[src/rtl/fetch_unit.sv]
// Instruction fetch front end: one outstanding imem request, 2-entry registered
// instruction buffer, redirect handling with discard of in-flight responses.
module fetch_unit #(
  parameter int unsigned    N        = 32,
  parameter logic [N-1:0]   RESET_PC = '0
) (
  input  logic          i_clk,
  input  logic          i_rst,
  input  logic          i_redirect,
  input  logic [N-1:0]  i_redirect_pc,
  output logic          o_imem_req,
  output logic [N-1:0]  o_imem_addr,
  input  logic          i_imem_gnt,
  input  logic          i_imem_rvalid,
  input  logic [31:0]   i_imem_rdata,
  output logic          o_inst_valid,
  output logic [31:0]   o_inst,
  output logic [N-1:0]  o_inst_pc,
  input  logic          i_inst_ready,
  output logic          o_misaligned
);

  typedef enum logic [1:0] {
    ST_REQ,
    ST_WAIT,
    ST_DROP
  } state_t;

  state_t        state;
  logic [N-1:0]  fetch_pc;
  logic [N-1:0]  req_pc;
  logic [31:0]   buf_inst [2];
  logic [N-1:0]  buf_pc   [2];
  logic          rd_ptr;
  logic          wr_ptr;
  logic [1:0]    count;
  logic          misaligned_q;

  logic          req;
  logic          req_fire;
  logic          push;
  logic          pop;
  logic [N-1:0]  redirect_target;

  assign redirect_target = {i_redirect_pc[N-1:2], 2'b00};
  assign req      = (state == ST_REQ) && (count < 2'd2) && !i_rst;
  assign req_fire = req && i_imem_gnt;
  assign push     = (state == ST_WAIT) && i_imem_rvalid && !i_redirect;
  assign pop      = (count != 2'd0) && i_inst_ready && !i_redirect;

  always_ff @(posedge i_clk) begin
    if (i_rst) begin
      state        <= ST_REQ;
      fetch_pc     <= RESET_PC;
      req_pc       <= '0;
      rd_ptr       <= 1'b0;
      wr_ptr       <= 1'b0;
      count        <= '0;
      misaligned_q <= 1'b0;
      for (int unsigned i = 0; i < 2; i++) begin
        buf_inst[i] <= '0;
        buf_pc[i]   <= '0;
      end
    end else begin
      misaligned_q <= i_redirect && (i_redirect_pc[1:0] != 2'b00);

      // Redirect flushes the buffer and overrides any same-cycle push or pop.
      if (i_redirect) begin
        fetch_pc <= redirect_target;
        rd_ptr   <= 1'b0;
        wr_ptr   <= 1'b0;
        count    <= '0;
      end else begin
        if (push) begin
          buf_inst[wr_ptr] <= i_imem_rdata;
          buf_pc[wr_ptr]   <= req_pc;
          wr_ptr           <= ~wr_ptr;
        end
        if (pop) begin
          rd_ptr <= ~rd_ptr;
        end
        count <= count + {1'b0, push} - {1'b0, pop};
        if (req_fire) begin
          req_pc   <= fetch_pc;
          fetch_pc <= fetch_pc + N'(4);
        end
      end

      unique case (state)
        ST_REQ: begin
          if (i_redirect) begin
            state <= req_fire ? ST_DROP : ST_REQ;
          end else if (req_fire) begin
            state <= ST_WAIT;
          end
        end
        ST_WAIT: begin
          if (i_redirect) begin
            state <= i_imem_rvalid ? ST_REQ : ST_DROP;
          end else if (i_imem_rvalid) begin
            state <= ST_REQ;
          end
        end
        ST_DROP: begin
          if (i_imem_rvalid) begin
            state <= ST_REQ;
          end
        end
        default: state <= ST_REQ;
      endcase
    end
  end

  assign o_imem_req   = req;
  assign o_imem_addr  = fetch_pc;
  assign o_inst_valid = (count != 2'd0) && !i_rst;
  assign o_inst       = i_rst ? '0 : buf_inst[rd_ptr];
  assign o_inst_pc    = i_rst ? '0 : buf_pc[rd_ptr];
  assign o_misaligned = misaligned_q && !i_rst;

endmodule

[config.mk]
export PLATFORM = sky130hd
export DESIGN_NAME = fetch_unit
export DESIGN_NICKNAME = d
export VERILOG_FILES = /design/src/rtl/fetch_unit.sv
export SDC_FILE = /design/constraint.sdc
export NUM_CORES = 1
export LEC_CHECK = 0
export ABC_AREA = 1
export BUFFER_PORTS_ARGS = -buffer_cell sky130_fd_sc_hd__buf_2
export CELL_PAD_IN_SITES_DETAIL_PLACEMENT = 1
export CELL_PAD_IN_SITES_GLOBAL_PLACEMENT = 1
export CORE_ASPECT_RATIO = 0.5
export CORE_UTILIZATION = 40
export CTS_BUF_LIST = sky130_fd_sc_hd__clkbuf_8
export CTS_CLUSTER_DIAMETER = 50
export CTS_CLUSTER_SIZE = 14
export DETAILED_ROUTE_END_ITERATION = 8
export MAX_ROUTING_LAYER = met4
export PLACE_DENSITY_LB_ADDON = 0.12
export SYNTH_ARGS = -nofsm -noshare
export SYNTH_HDL_FRONTEND = slang
export SYNTH_SLANG_ARGS = --single-unit
[constraint.sdc]
create_clock -name i_clk -period 6.6 [get_ports i_clk]
set_input_delay 1.32 -clock i_clk [delete_from_list [all_inputs] [get_ports i_clk]]
set_output_delay 1.32 -clock i_clk [all_outputs]
set_load 0.01 [all_outputs]
Word-level counts from Yosys, hierarchy flattened

Memory sizes are Yosys's and may differ from the RTL's. A register that Yosys moved wholly into a read port is not among the register bits.
Cells that the tools add are included.

Memories kept: 2
Latch bits: 0
Input port bits: 70
Memory bits (writable): 128
Register bits after elaboration: 71
Word-level logic and storage cells: 67
Output and inout port bits: 99
Bits in read-only memories: 0

Equality and inequality tests: 3
Reduce and logical (&&, ||, !) cells: 20
Shift operators: 0
Multiply operators: 0
Bitwise operators: 3
Multiplexer cells: 27
Divide/modulo/power cells: 0
$add $sub $neg: 3
Order comparisons: 1

Memory list:

| memory   | depth | width | rd ports | clocked after memory_dff | write ports | RTL line | text |
|---|---|---|---|---|---|---|---|
| buf_inst | 2     | 32    | 1        | 1                        | 2           | 32       | `logic [31:0] buf_inst [2];` |
| buf_pc   | 2     | 32    | 1        | 1                        | 2           | 33       | `logic [N-1:0] buf_pc [2];` |

Operators by type and width:

| cell                    | count |
|---|---|
| $mux W32                | 6 |
| $reduce_or A32 Y1       | 2 |
| $add A32 B3 Y32 const B | 1 |
| $mux W1                 | 14 |
| $mux W2                 | 6 |
| $logic_and A1 B1 Y1     | 10 |
| $pmux W2 S3             | 1 |
| $reduce_bool A2 Y1      | 3 |
| $ne A3 B3 Y1 const B    | 1 |
| $not A1 Y1              | 3 |
| $add A2 B1 Y2           | 1 |
| $eq A2 B1 Y1 const B    | 1 |
| $eq A2 B2 Y1 const B    | 1 |
| $logic_not A1 Y1        | 2 |
| $logic_not A2 Y1        | 1 |
| $lt A2 B2 Y1 const B    | 1 |
| $reduce_and A2 Y1       | 1 |
| $reduce_or A2 Y1        | 1 |
| $sub A2 B1 Y2           | 1 |

Logic depth before layout (Yosys ltp)

Depth after elaboration: 9
Mapped depth: 11

Worst setup path after synthesis

Ideal clock, no wire load.

Kind: input to register
From: input i_redirect
To: memory buf_inst[1][0] (enable)
Stages: 5
Path buffers: 2
Data arrival time: 3.388 ns
Slack: 2.790 ns
Library setup time: 0.421 ns
Cell sequence: buf_4 > nor3_2 > nand3_2 > buf_2 > nand2_1

RTL lines:

| item        | RTL line | text |
|---|---|---|
| from (decl) | 9        | `input logic i_redirect,` |
| to (decl)   | 32       |  |

Worst setup path after layout

From: input i_rst
To: output o_inst[15]

Cells in the longest elaborated chain, start to end: 1

RTL lines:

| item        | RTL line | text |
|---|---|---|
| from (decl) | 8        | `input logic i_rst,` |
| $mux W32    | 117      | `assign o_inst = i_rst ? '0 : buf_inst[rd_ptr];` |
| to (decl)   | 17       | `output logic [31:0] o_inst,` |

Every way passes these cells.

==> metrics.md <==
| Metric | Value |
|---|---|
| Kind of critical path | `primary input to output port` |
| Final cell count without fillers | `1500` |
| Reg-to-Reg Start | `state[0]` |
| Worst hold path class | `flop to flop` |
| CP arrival | `3440 ps` |
| Post-synth EDFFs | `124` |
| Max_slew headroom | `32.10%` |
| Hold path endpoint | `req_pc[16]` |
| Max_cap viols | `0` |
| Cell Area, Synth | `9119 um2` |
| Clk sinks | `192` |
| Pwr Total | `about 0.0024 W` |
| Worst-skew pair later-pin latency | `480 ps` |
| CTS clk-pin slew, worst paths | `~90 ps` |
| DRT antenna net count | `0` |
| Primary FF master, synth | `edfxtp_1` |
| RSZ-0062 raised after global routing | `no` |
| Final Hold Fails | `0` |
| Area delta synth->final | `14.76%` |
| Clock Tree Root | `clkbuf_8` |
| Share of cells above drive strength 1 | `approximately 22%` |
| Worst r2r dst | `buf_pc[1][21]` |
| PnR worst setup slack | `between 1500 and 2000 ps` |
| Vias in the first global route | `7496` |
| Final setup vio count | `0` |
| Post-Synthesis Cells | `1049` |
| Inst Count DP | `1468` |
| Sequential area share after synthesis | `55.76%` |
| Detailed router's first-iteration violation count | `446` |
| Global route overflow | `0` |
| Worst VDD drop | `85.13 uV` |
| Largest net degree at the start of global routing | `64` |
| Hold Startpoint | `req_pc[16]` |
| GRT Util Overall | `23.12%` |
| Inserted Diodes | `0` |
| First-pass GRT wire length | `40410 um` |
| First drt pass iteration count | `5` |
| CTS Hold Bufs | `0` |
| Postcts setup bufs | `0` |
| CTS Buffer Depth | `2` |
| Initial core utilization | `around two fifths` |
| I/O pin count | `169` |
| Fin Setup TNS | `0 ps` |
| CTS resizes | `0` |
| Worst Max-Slew Pin Slew | `1019 ps` |
| Data required, critical path | `about 5300 ps` |
| Die height | `108.8 um` |
| Die area | `23440 um2` |
| Tmin final | `4761 ps` |
| Synthesized area per cell | `8.693 um2` |
| Maximum fanout along the worst path | `58` |
| Placer Congestion | `between 0.8 and 0.9` |
| Post-synth ARST share | `0%` |
| Leak | `4.593 nW` |
| Synthesis-stage register bit count | `~190` |
| Crit start category | `primary input` |
| IO buf count | `164` |
| Yosys warning total | `0` |
| Initial antenna violation count | `0` |
| Core Box Area | `22010 um2` |
| Crit end category | `output port` |
| Power per cell area | `224.7 nW/um2` |
| Synth unique cells | `39` |
| WHS Path Cells | `2` |
| Slew Limit Fails | `0` |
| Cell Rows | `38` |
| F_max | `210.1 MHz` |
| Vias per cell | `4.945` |
| Clock Skew | `16.25 ps` |
| H-tree Lvls | `4` |
| # nets final | `1260` |
| Period utilization | `72.13%` |
| Dpl ws | `~1800 ps` |
| DR vias | `7417` |
| DIE WIDTH | `roughly 220 um` |
| Hpwl dp | `17420 um` |
| Total CTS buffers | `17` |
| Routed wire length | `25170 um` |
| Register-to-register setup slack | `4180 ps` |
| TritonCTS clock tree | `built` |
| Residual DRC | `0` |
| Per-cell routed wire length | `between 15 and 20 um` |
| Status | `complete, no violations` |
| R2R cell count | `5` |
==> worst max-delay path: stages <==
cell and delay [ps]:
buf_2 650, inv_2 640, buf_4 430, o21ai_0 120, nor2_1 70, buf_2 140
==> worst max path at each step <==
stage	start	end	slack, ps	cells after the start
6_report	i_rst	o_inst[15]	1840	6
3_3_place_gp	i_rst	o_inst[31]	1850	6
5_1_grt	i_rst	o_inst[19]	1580	6
2_1_floorplan	i_redirect	buf_inst[1][0]	2790	5
4_1_cts	i_rst	o_inst[15]	1760	6
3_5_place_dp	i_rst	o_inst[15]	1770	6
==> sequential cells by signal, indices dropped and copies added, names as in the netlist, named ones only <==
register / cells
buf_inst: 64
buf_pc: 60
o_imem_addr: 30
req_pc: 30
count: 2
state: 2
misaligned_q: 1
rd_ptr: 1
wr_ptr: 1
==> synth_stat cells, types with 4 or more instances <==
cell type	number	area, um2
a31oi_1	8	50.05
xor2_1	6	52.55
buf_2	19	95.09
buf_4	5	37.54
nor2_1	298	1119
buf_6	9	101.4
edfxtp_1	124	3724
nand4_1	9	56.30
nor2_2	8	50.05
nand3_1	25	125.1
inv_2	5	18.77
a21oi_1	34	170.2
nor3_2	5	50.05
nand2_1	110	412.9
clkbuf_1	21	78.83
nand2_2	4	25.02
nand3b_1	8	60.06
inv_1	127	476.7
dfxtp_1	68	1361
nor2_4	12	135.1
a211oi_2	12	150.1
o21ai_0	106	530.5
==> final cells by class <==
cell class / count / area (um2)
clock buffers: 21 / 289.0
clock inverters: 11 / 102.6
fillers: 2691 / 11550
inverters: 133 / 501.7
multi-input cells: 670 / 3222
flip-flops and latches: 192 / 5086
well taps: 300 / 375.4
repair buffers: 173 / 888.4
==> power breakdown <==
| group | internal (W) | switching (W) | total, W | leakage, nW |
|---|---|---|---|---|
| combinational | 0.0000711 | 0.000146 | 0.000217 | 2.55 |
| clock | 0.000342 | 0.000433 | 0.000775 | 0.205 |
| sequential | 0.00133 | 0.0000331 | 0.00136 | 1.84 |
| total | 0.00174 | 0.000612 | 0.00235 | 4.59 |
==> logic make-up (layout without fill, tap and decap cells) <==
kind of cell / count (synthesis) / count (layout) / share of synthesized area (%)
flip-flops: 192 / 192 / 55.76
AND/OR/NAND/NOR: 492 / 492 / 23.82
AO/OA/AOI/OAI: 164 / 164 / 10.21
other: 1 / 4 / 0.04112
buffers and inverters: 190 / 338 / 9.084
adder cells (fa/ha/maj): 3 / 3 / 0.4117
XOR/XNOR: 7 / 7 / 0.6724
==> layer usage <==
layer,vias to the layer above,track usage [%],part of all wire (%)
met3,26,3.124,3.2
met5,-,-,0
met2,147,34.45,44
li1,3640,-,-
met1,3604,32.65,51
met4,0,7.396,1.5
==> cell usage in the layout, fill, tap and decap left out, types with 4 or more instances in the layout <==
cell | netlist | routed
a211oi_2 | 12 | 12
a21oi_1 | 34 | 34
a31oi_1 | 8 | 8
buf_2 | 19 | 164
buf_4 | 5 | 9
clkbuf_8 | 0 | 21
conb_1 | 1 | 4
dfxtp_1 | 68 | 67
edfxtp_1 | 124 | 124
inv_1 | 127 | 128
inv_2 | 5 | 5
nand2_1 | 110 | 108
nand2_2 | 4 | 6
nand3_1 | 25 | 25
nand3b_1 | 8 | 8
nand4_1 | 9 | 9
nor2_1 | 298 | 298
nor2_2 | 8 | 8
nor2_4 | 12 | 12
nor3_2 | 5 | 5
o21ai_0 | 106 | 106
xor2_1 | 6 | 6
==> per-stage QoR <==
| stage | util (%) | cell area (um2) | hold slack [ps] |
|---|---|---|---|
| 6_report | 47.54 | 10470 | 485.6 |
| 4_1_cts | 47.54 | 10470 | 487.6 |
| 2_1_floorplan | - | 9130 | 447.3 |
| 3_3_place_gp | 45.76 | 10070 | 455.4 |
| 5_1_grt | 47.54 | 10470 | 527.2 |
| 3_5_place_dp | 45.76 | 10070 | 463.1 |
(Power assumes the default switching activity.)
